<file path="src/rtl/lime_io_pkg.sv">
// Shared constants and types for the Lime host-side I/O port.
package lime_io_pkg;

  localparam int WORD_W          = 16;
  localparam int IN_DEPTH_DEF    = 4;
  localparam int OUT_DEPTH_DEF   = 8;
  localparam int HOLD_CYCLES_DEF = 4;
  localparam int TS_W_DEF        = 16;

  // Ingress presenter: either waiting for a word or holding one on main_input.
  typedef enum logic [0:0] {
    PRES_IDLE = 1'b0,
    PRES_HOLD = 1'b1
  } pres_state_e;

  // Egress entry at the default timestamp width; stamp sits in the upper bits.
  typedef struct packed {
    logic [TS_W_DEF-1:0] stamp;
    logic [WORD_W-1:0]   data;
  } egr_entry_t;

endpackage

</file>
<file path="src/rtl/lime_sync_fifo.sv">
// Show-ahead synchronous FIFO. A push while full is taken only when a pop
// frees the head slot at the same edge; a pop while empty is ignored.
module lime_sync_fifo #(
  parameter int WIDTH = 16,
  parameter int DEPTH = 4
) (
  input  logic             clk,
  input  logic             rst,
  input  logic             push,
  input  logic [WIDTH-1:0] din,
  input  logic             pop,
  output logic             full,
  output logic             empty,
  output logic [WIDTH-1:0] head
);

  localparam int AW = $clog2(DEPTH);

  logic [AW:0]      wr_ptr_q, wr_ptr_d;
  logic [AW:0]      rd_ptr_q, rd_ptr_d;
  logic [WIDTH-1:0] mem_q [DEPTH];
  logic [WIDTH-1:0] mem_d [DEPTH];
  logic             do_push;
  logic             do_pop;

  // Pointers carry one extra wrap bit so full and empty are distinguishable.
  assign empty   = (wr_ptr_q == rd_ptr_q);
  assign full    = (wr_ptr_q[AW] != rd_ptr_q[AW]) &&
                   (wr_ptr_q[AW-1:0] == rd_ptr_q[AW-1:0]);
  assign do_pop  = pop & ~empty;
  assign do_push = push & (~full | do_pop);
  assign head    = mem_q[rd_ptr_q[AW-1:0]];

  // Next pointer and storage values for this edge's push/pop.
  always_comb begin
    mem_d    = mem_q;
    wr_ptr_d = wr_ptr_q;
    rd_ptr_d = rd_ptr_q;
    if (do_push) begin
      mem_d[wr_ptr_q[AW-1:0]] = din;
      wr_ptr_d                = wr_ptr_q + (AW+1)'(1);
    end else begin
      wr_ptr_d = wr_ptr_q;
    end
    if (do_pop) begin
      rd_ptr_d = rd_ptr_q + (AW+1)'(1);
    end else begin
      rd_ptr_d = rd_ptr_q;
    end
  end

  // Pointer registers; reset flushes the queue.
  always_ff @(posedge clk) begin
    if (rst) begin
      wr_ptr_q <= '0;
      rd_ptr_q <= '0;
    end else begin
      wr_ptr_q <= wr_ptr_d;
      rd_ptr_q <= rd_ptr_d;
    end
  end

  // Storage array; contents are meaningless while empty, so it is not reset.
  always_ff @(posedge clk) begin
    mem_q <= mem_d;
  end

endmodule

</file>
<file path="src/rtl/lime_io_port.sv">
// Host-side I/O partner of the Lime core: paces host words onto main_input
// and logs every change of main_output with a cycle timestamp.
module lime_io_port
  import lime_io_pkg::*;
#(
  parameter int IN_DEPTH    = IN_DEPTH_DEF,
  parameter int OUT_DEPTH   = OUT_DEPTH_DEF,
  parameter int HOLD_CYCLES = HOLD_CYCLES_DEF,
  parameter int TS_W        = TS_W_DEF
) (
  input  logic              CLK,
  input  logic              Reset,
  input  logic [WORD_W-1:0] main_output,
  output logic [WORD_W-1:0] main_input,
  input  logic              host_in_valid,
  output logic              host_in_ready,
  input  logic [WORD_W-1:0] host_in_data,
  output logic              host_out_valid,
  input  logic              host_out_ready,
  output logic [WORD_W-1:0] host_out_data,
  output logic [TS_W-1:0]   host_out_stamp,
  output logic              overflow,
  input  logic              clear_overflow
);

  localparam int CNT_W = (HOLD_CYCLES > 1) ? $clog2(HOLD_CYCLES) : 1;
  localparam logic [CNT_W-1:0] HOLD_LOAD = CNT_W'(HOLD_CYCLES - 1);

  // Same layout as egr_entry_t, but sized by this instance's TS_W.
  typedef struct packed {
    logic [TS_W-1:0]   stamp;
    logic [WORD_W-1:0] data;
  } egr_slot_t;

  // Ingress FIFO and presenter
  logic              in_push;
  logic              in_pop;
  logic              in_full;
  logic              in_empty;
  logic [WORD_W-1:0] in_head;

  pres_state_e       state_q, state_d;
  logic [CNT_W-1:0]  count_q, count_d;
  logic [WORD_W-1:0] main_input_q, main_input_d;

  // Egress path
  logic [TS_W-1:0]   stamp_q, stamp_d;
  logic [WORD_W-1:0] prev_out_q, prev_out_d;
  logic              overflow_q, overflow_d;
  logic              change;
  logic              out_pop;
  logic              out_full;
  logic              out_empty;
  logic              drop;
  egr_slot_t         out_entry;
  egr_slot_t         out_head;

  assign host_in_ready = ~in_full;
  assign in_push       = host_in_valid & ~in_full;

  lime_sync_fifo #(
    .WIDTH (WORD_W),
    .DEPTH (IN_DEPTH)
  ) u_in_fifo (
    .clk   (CLK),
    .rst   (Reset),
    .push  (in_push),
    .din   (host_in_data),
    .pop   (in_pop),
    .full  (in_full),
    .empty (in_empty),
    .head  (in_head)
  );

  // Presenter: take a word when idle, then keep it up for HOLD_CYCLES edges.
  always_comb begin
    state_d      = state_q;
    count_d      = count_q;
    main_input_d = main_input_q;
    in_pop       = 1'b0;
    case (state_q)
      PRES_IDLE: begin
        if (!in_empty) begin
          in_pop       = 1'b1;
          main_input_d = in_head;
          count_d      = HOLD_LOAD;
          state_d      = (HOLD_CYCLES == 1) ? PRES_IDLE : PRES_HOLD;
        end else begin
          state_d = PRES_IDLE;
        end
      end
      PRES_HOLD: begin
        // Leaving on the edge that brings the count to zero makes the word's
        // total time on main_input exactly HOLD_CYCLES.
        if (count_q <= CNT_W'(1)) begin
          count_d = '0;
          state_d = PRES_IDLE;
        end else begin
          count_d = count_q - CNT_W'(1);
        end
      end
      default: begin
        count_d = '0;
        state_d = PRES_IDLE;
      end
    endcase
  end

  // Change detector, free-running stamp and sticky overflow (set beats clear).
  always_comb begin
    stamp_d    = stamp_q + TS_W'(1);
    prev_out_d = main_output;
    change     = (main_output != prev_out_q);
    out_pop    = ~out_empty & host_out_ready;
    drop       = change & out_full & ~out_pop;
    out_entry  = '{stamp: stamp_q, data: main_output};
    if (drop) begin
      overflow_d = 1'b1;
    end else if (clear_overflow) begin
      overflow_d = 1'b0;
    end else begin
      overflow_d = overflow_q;
    end
  end

  lime_sync_fifo #(
    .WIDTH ($bits(egr_slot_t)),
    .DEPTH (OUT_DEPTH)
  ) u_out_fifo (
    .clk   (CLK),
    .rst   (Reset),
    .push  (change),
    .din   (out_entry),
    .pop   (out_pop),
    .full  (out_full),
    .empty (out_empty),
    .head  (out_head)
  );

  // Top-level state registers with synchronous reset.
  always_ff @(posedge CLK) begin
    if (Reset) begin
      state_q      <= PRES_IDLE;
      count_q      <= '0;
      main_input_q <= '0;
      stamp_q      <= '0;
      prev_out_q   <= '0;
      overflow_q   <= 1'b0;
    end else begin
      state_q      <= state_d;
      count_q      <= count_d;
      main_input_q <= main_input_d;
      stamp_q      <= stamp_d;
      prev_out_q   <= prev_out_d;
      overflow_q   <= overflow_d;
    end
  end

  assign main_input     = main_input_q;
  assign host_out_valid = ~out_empty;
  assign host_out_data  = out_head.data;
  assign host_out_stamp = out_head.stamp;
  assign overflow       = overflow_q;

endmodule

</file>
<file path="config.mk">
export PLATFORM = sky130hd
export DESIGN_NAME = lime_io_port
export DESIGN_NICKNAME = d
export VERILOG_FILES = /design/src/rtl/lime_io_pkg.sv /design/src/rtl/lime_sync_fifo.sv /design/src/rtl/lime_io_port.sv
export SDC_FILE = /design/constraint.sdc
export NUM_CORES = 1
export LEC_CHECK = 0
export ABC_AREA = 1
export CELL_PAD_IN_SITES_DETAIL_PLACEMENT = 1
export CELL_PAD_IN_SITES_GLOBAL_PLACEMENT = 1
export CORE_MARGIN = 2
export CORE_UTILIZATION = 52
export CTS_BUF_LIST = sky130_fd_sc_hd__clkbuf_8 sky130_fd_sc_hd__clkbuf_16
export CTS_CLUSTER_DIAMETER = 80
export DETAILED_ROUTE_END_ITERATION = 6
export MAX_ROUTING_LAYER = met4
export PLACE_DENSITY = 0.91
export SLEW_MARGIN = 20
export SYNTH_ARGS = -nofsm -noshare
export SYNTH_HDL_FRONTEND = slang
export SYNTH_SLANG_ARGS = --single-unit
</file>
<file path="constraint.sdc">
create_clock -name CLK -period 9.2 [get_ports CLK]
set_clock_uncertainty 0.1 [all_clocks]
set_input_delay 2.76 -clock CLK [delete_from_list [all_inputs] [get_ports CLK]]
set_output_delay 2.76 -clock CLK [all_outputs]
set_load 0.05 [all_outputs]
</file>
; After elaboration in Yosys (flattened, before gate mapping)
; Cells that the tools add are included.
[word_totals]
reg_bits = 386
inputBits = 37
output_inout_bits = 51
wordCells = 90
[classes]
n_addsub = 6
order_cmp = 7
n_eq_ne = 8
mux = 21
bitwise_logic = 20
reduce_logical = 6
[op_table]
columns = op, count
row1 = $bwmux 256, 1
row2 = $bmux 32 s3, 1
row3 = $demux 32 s3, 1
row4 = $mux 32, 3
row5 = $bwmux 64, 1
row6 = $mux 16, 3
row7 = $bmux 16 s2, 1
row8 = $demux 16 s2, 1
row9 = $add 16x1->16 const B, 1
row10 = $ne 16x16->1, 1
row11 = $add 4x1->4 const B, 2
row12 = $and 1x1->1, 8
row13 = $ge 4x4->1 const B, 2
row14 = $not 3->4, 2
row15 = $add 3x1->3 const B, 2
row16 = $eq 3x3->1, 2
row17 = $ge 3x3->1 const B, 2
row18 = $not 1->1, 6
row19 = $not 2->3, 2
row20 = $mux 1, 5
row21 = $eq 4x4->1, 1
row22 = $logic_and 1x1->1, 4
row23 = $lt 4x1->1 const B, 1
row24 = $mux 2, 2
row25 = 11 further kinds, 13

; Logic depth before layout (Yosys ltp)
[logic_depth]
word_depth = 6
ltp_mapped = 10
mapped_depth_nobuf = 10

; Cells and area by module
; From an unflattened synthesis, not the netlist that was laid out.
[hier_totals]
hier_cells = 1376
area_unflattened_um2 = 15416.0
[by_module_without_submodules]
columns = mod, n_inst, cells_each, area_per_inst_um2, seq_area_each_um2
row1 = lime_sync_fifo (u_out_fifo), 1, 838, 10413.7, 7847.5
row2 = lime_sync_fifo (u_in_fifo), 1, 220, 2811.4, 2042.0
row3 = lime_io_port, 1, 318, 2190.9, 1041.0

; Worst setup path after synthesis
; OpenSTA, ideal clock, no wires.
[synth_path]
path_type = input -> register
start = in main_output[15]
end = reg u_out_fifo.mem_q[32] (netlist name), enable pin
setup_ns = 0.461
arrival_ns = 5.518
required_time_ns = 8.639
path_slack_ns = 3.121
path_stages = 9
path_buffers = 0
path_cell_list = inv_1 -> nand2_1 -> nand2_1 -> nor2_1 -> nand2_1 -> nor2_1 -> nand2_1 -> nand3_2 -> nor3_1
[synth_between]
elab_chain_cells = 2
[synth_lines]
columns = item, line
row1 = "start, declared", lime_io_port.sv:13  ; input logic [WORD_W-1:0] main_output,
row2 = $ne 16x16->1, lime_io_port.sv:113  ; change = (main_output != prev_out_q);
row3 = $and 1x1->1, lime_sync_fifo.sv:31  ; assign do_push = push & (~full | do_pop);
row4 = "end signal, assigned", lime_sync_fifo.sv:65  ; mem_q <= mem_d;
row5 = "end, declared", lime_sync_fifo.sv:21  ; logic [WIDTH-1:0] mem_q [DEPTH];
; Every way passes these cells.
; A chain may end at the register's enable or synchronous reset.

; Worst setup path in the final report
[layout_path]
start = reg u_out_fifo.rd_ptr_q[0]
end = out host_out_stamp[15]
[layout_between]
elab_chain_cells = 4
[layout_lines]
columns = item, line
row1 = "start, declared", lime_sync_fifo.sv:20  ; logic [AW:0] rd_ptr_q, rd_ptr_d;
row2 = "start signal, assigned", lime_sync_fifo.sv:59  ; rd_ptr_q <= rd_ptr_d;
row3 = $not 3->4 (implied by the code), lime_sync_fifo.sv:32  ; assign head = mem_q[rd_ptr_q[AW-1:0]];
row4 = $bmux 32 s3, lime_sync_fifo.sv:32
row5 = $mux 32 (implied by the code) (2 in a row), lime_sync_fifo.sv:32
row6 = "end, declared", lime_io_port.sv:21  ; output logic [TS_W-1:0] host_out_stamp,
; Every way passes these cells. The select of a mux whose other input is x is not followed.

==> impl_metrics.env <==
export IMPL_pin_count=88
export IMPL_cts_resized=0
export IMPL_cp_slowest_cell="buf_4"
export IMPL_cts_sinks=386
export IMPL_path_buf_inv=2
export IMPL_synth_cells=1305
export IMPL_drv_slew=0
export IMPL_critPathTopFamily="buffers and inverters"
export IMPL_worst_pin_slew_ns=1.109
export IMPL_hold_viol_final=0
export IMPL_cts_hold_buf=0
export IMPL_drive_above_1_share_pct=7.442
export IMPL_seq_area_sq_um=10940
export IMPL_worst_setup_path_start_kind="flop"
export IMPL_cts_setup_buffers=0
export IMPL_syn_area_sq_um=15180
export IMPL_nFillCells=2872
export IMPL_relSlewSlack_pct=26.09
export IMPL_grt_max_degree=105
export IMPL_num_nets_final=1425
export IMPL_die_w_microns=174.9
export IMPL_power_density_nw_per_um2=274.0
export IMPL_vias=10750
export IMPL_place_gp_congestion=0.7816
export IMPL_fin_util_pct=61.57
export IMPL_synthFlopType="edfxtp_1"
export IMPL_grt_total_usage_pct=29.23
export IMPL_multi_input_area_sq_um=3697
export IMPL_ant_nets=0
export IMPL_antenna_found_initial=2
export IMPL_synth_fp_nets=1350
export IMPL_synthArstFlopShare_pct=0
export IMPL_yosysWarnings=0
export IMPL_netlist_top_cell_by_area="edfxtp_1"
export IMPL_syn2layout_area_growth_pct=16.41
export IMPL_layout_setup_ws_ns=2.506
export IMPL_arrival_ns=3.83
export IMPL_ir_drop_v=0.0002256
export IMPL_synth_top_area_share_pct=63.29
export IMPL_power_leakage_nw=6.281
export IMPL_crit_chain="buf_4 > o21ai_0 > o22ai_1 > nor2_1 > a31oi_1 > clkdlybuf4s50_1"
export IMPL_die_h_microns=174.9
export IMPL_ys_seq_area_share_pct=72.00
export IMPL_grt_pass1_wl_mm=66.50
export IMPL_clockRootBuffer="clkbuf_16"
export IMPL_viasPerCell=5.982
export IMPL_grt_pass1_vias=11740
export IMPL_post_route_period_util_pct=72.76
export IMPL_post_route_min_period_ns=6.694
export IMPL_portBuffers=87
export IMPL_wire_per_inst_microns=24.02
export IMPL_setup_violations=0
export IMPL_cp_end_kind="output pin"
export IMPL_start_util_pct=52.89
export IMPL_rsz0062_at_grt="no"
export IMPL_die_area_sq_um=30580
export IMPL_clk_path_buf_depth=3
export IMPL_avgSynthCellArea_sq_um=11.63
export IMPL_drt_total_wl_mm=43.16
export IMPL_fin_tns_setup_ns=0
export IMPL_dp_hpwl_mm=24.40
export IMPL_dpl_instance_area_sq_um=16360
export IMPL_std_cell_rows=62
export IMPL_synth_cell_types=35
export IMPL_finalPower_w=0.004842
export IMPL_cts_made_buffers=40
export IMPL_core_area_sq_um=28700
export IMPL_min_path_type="flop to flop"
export IMPL_synth_seq_cells=386
export IMPL_drc_errors=0
export IMPL_critPathMaxFanout=104
export IMPL_cts_tree="done"
export IMPL_required_ns=6.34
export IMPL_dp_slack_ns=3.031
export IMPL_max_cap_violations=0
export IMPL_critPathKind="flop to output pin"
export IMPL_clk_pin_slew_ns=0.05
export IMPL_h_tree_depth=2
export IMPL_first_pass_iters=5
export IMPL_clock_latency_ns=0.55
export IMPL_outcome="finished clean"
export IMPL_design_area_sq_um=17670
export IMPL_grt_overflow_total=0
export IMPL_synth_edff_count=320
export IMPL_fmax_ghz=0.1494
export IMPL_crit_path_max_incr_delay_ns=0.91
export IMPL_synthTopCellsByArea="edfxtp_1, nor2_1, dfxtp_1"
export IMPL_drt_iter0_drc=912
layout make-up:
class	instances	area share, %
multi-input cells	782	20.92
flip-flops and latches	386	61.88
clock buffers	47	6.209
repair buffers	105	5.692
inverters	65	1.388
well taps	384	2.719
diodes	2	0.02832
clock inverters	26	1.161
routing by layer:
metal  share of wire [%]  vias to the layer above  track usage [%]
met3                 6.6                      112            5.614
met5                   0                        -                -
met4                 3.2                        0            11.70
met1                  39                     5422            33.96
met2                  52                      488            50.18
li1                    -                     4728                -
where the power goes:
part	total, W	internal (W)	switching [W]
registers	0.00208	0.00201	0.0000731
logic	0.00115	0.000331	0.000816
clock network	0.00161	0.000934	0.000678
total	0.00484	0.00327	0.00157
worst paths after layout:
kind,from,endpoint,slack (ns),cells after the start
worst max-delay path,u_out_fifo.rd_ptr_q[0]$_SDFFE_PP0P_,host_out_stamp[15],2.51,6
worst max register to register,u_out_fifo.rd_ptr_q[1]$_SDFFE_PP0P_,u_out_fifo.mem_q[215]$_DFFE_PP_,5.63,8
worst min register to register,count_q[1]$_SDFFE_PP0P_,count_q[1]$_SDFFE_PP0P_,0.38,2
worst min-delay path,count_q[1]$_SDFFE_PP0P_,count_q[1]$_SDFFE_PP0P_,0.38,2
logic make-up after synthesis:
group           after synthesis  synth area share (%)
simple gates                479                 12.30
compound gates              283                 10.30
buf+inv                     137                 4.046
flops                       386                 72.00
xor+xnor                     12                0.6923
fa+ha+maj                     8                0.6593
synth_stat cells (all sizes together) (2+ instances only):
library cell and number:
nor2 356, edfxtp 320, o21ai 174, nand2 91, dfxtp 66, inv 64, buf 41, a31oi 32
o22ai 32, clkbuf 31, a21oi 26, o32ai 16, nand3 14, nor3 10, ha 8, xnor2 8
xor2 4, nand4 3, o21a 2, or2 2
worst min-delay path, cell delays in order, from the launching register on:
cell     delay [ns]
dfxtp_1        0.30
o21ai_0        0.07
a21oi_1        0.06
metrics by stage:
stage | hold WS, ns | instances
floorplan | 0.3495 | 1305
global placement | 0.3614 | 1722
detailed placement | 0.3822 | 1722
CTS | 0.3898 | 1795
global route | 0.4157 | 1797
finish | 0.3839 | 1797
cell usage in the layout, fill, tap and decap left out, types with 10 or more instances in the layout:
cell             count
edfxtp_1           320
buf_4               18
o21ai_0            152
nand3_1             13
dfxtp_1             63
o32ai_1             16
inv_1               71
nand2_1             87
clkbuf_16           40
o22ai_1             32
nor2_1             347
clkinv_2            10
clkdlybuf4s50_1     87
a21oi_1             26
o21ai_1             22
a31oi_1             32
sequential cells by signal, summed over array words and instances, names as in the netlist:
register	cells
prev_out_q	16
count_q	2
u_out_fifo.mem_q	256
overflow	1
u_in_fifo.wr_ptr_q	3
u_out_fifo.wr_ptr_q	4
stamp_q	16
u_in_fifo.rd_ptr_q	3
u_in_fifo.mem_q	64
state_q	1
u_out_fifo.rd_ptr_q	4
main_input	16
Note: power is estimated with default switching activity, not from simulation.
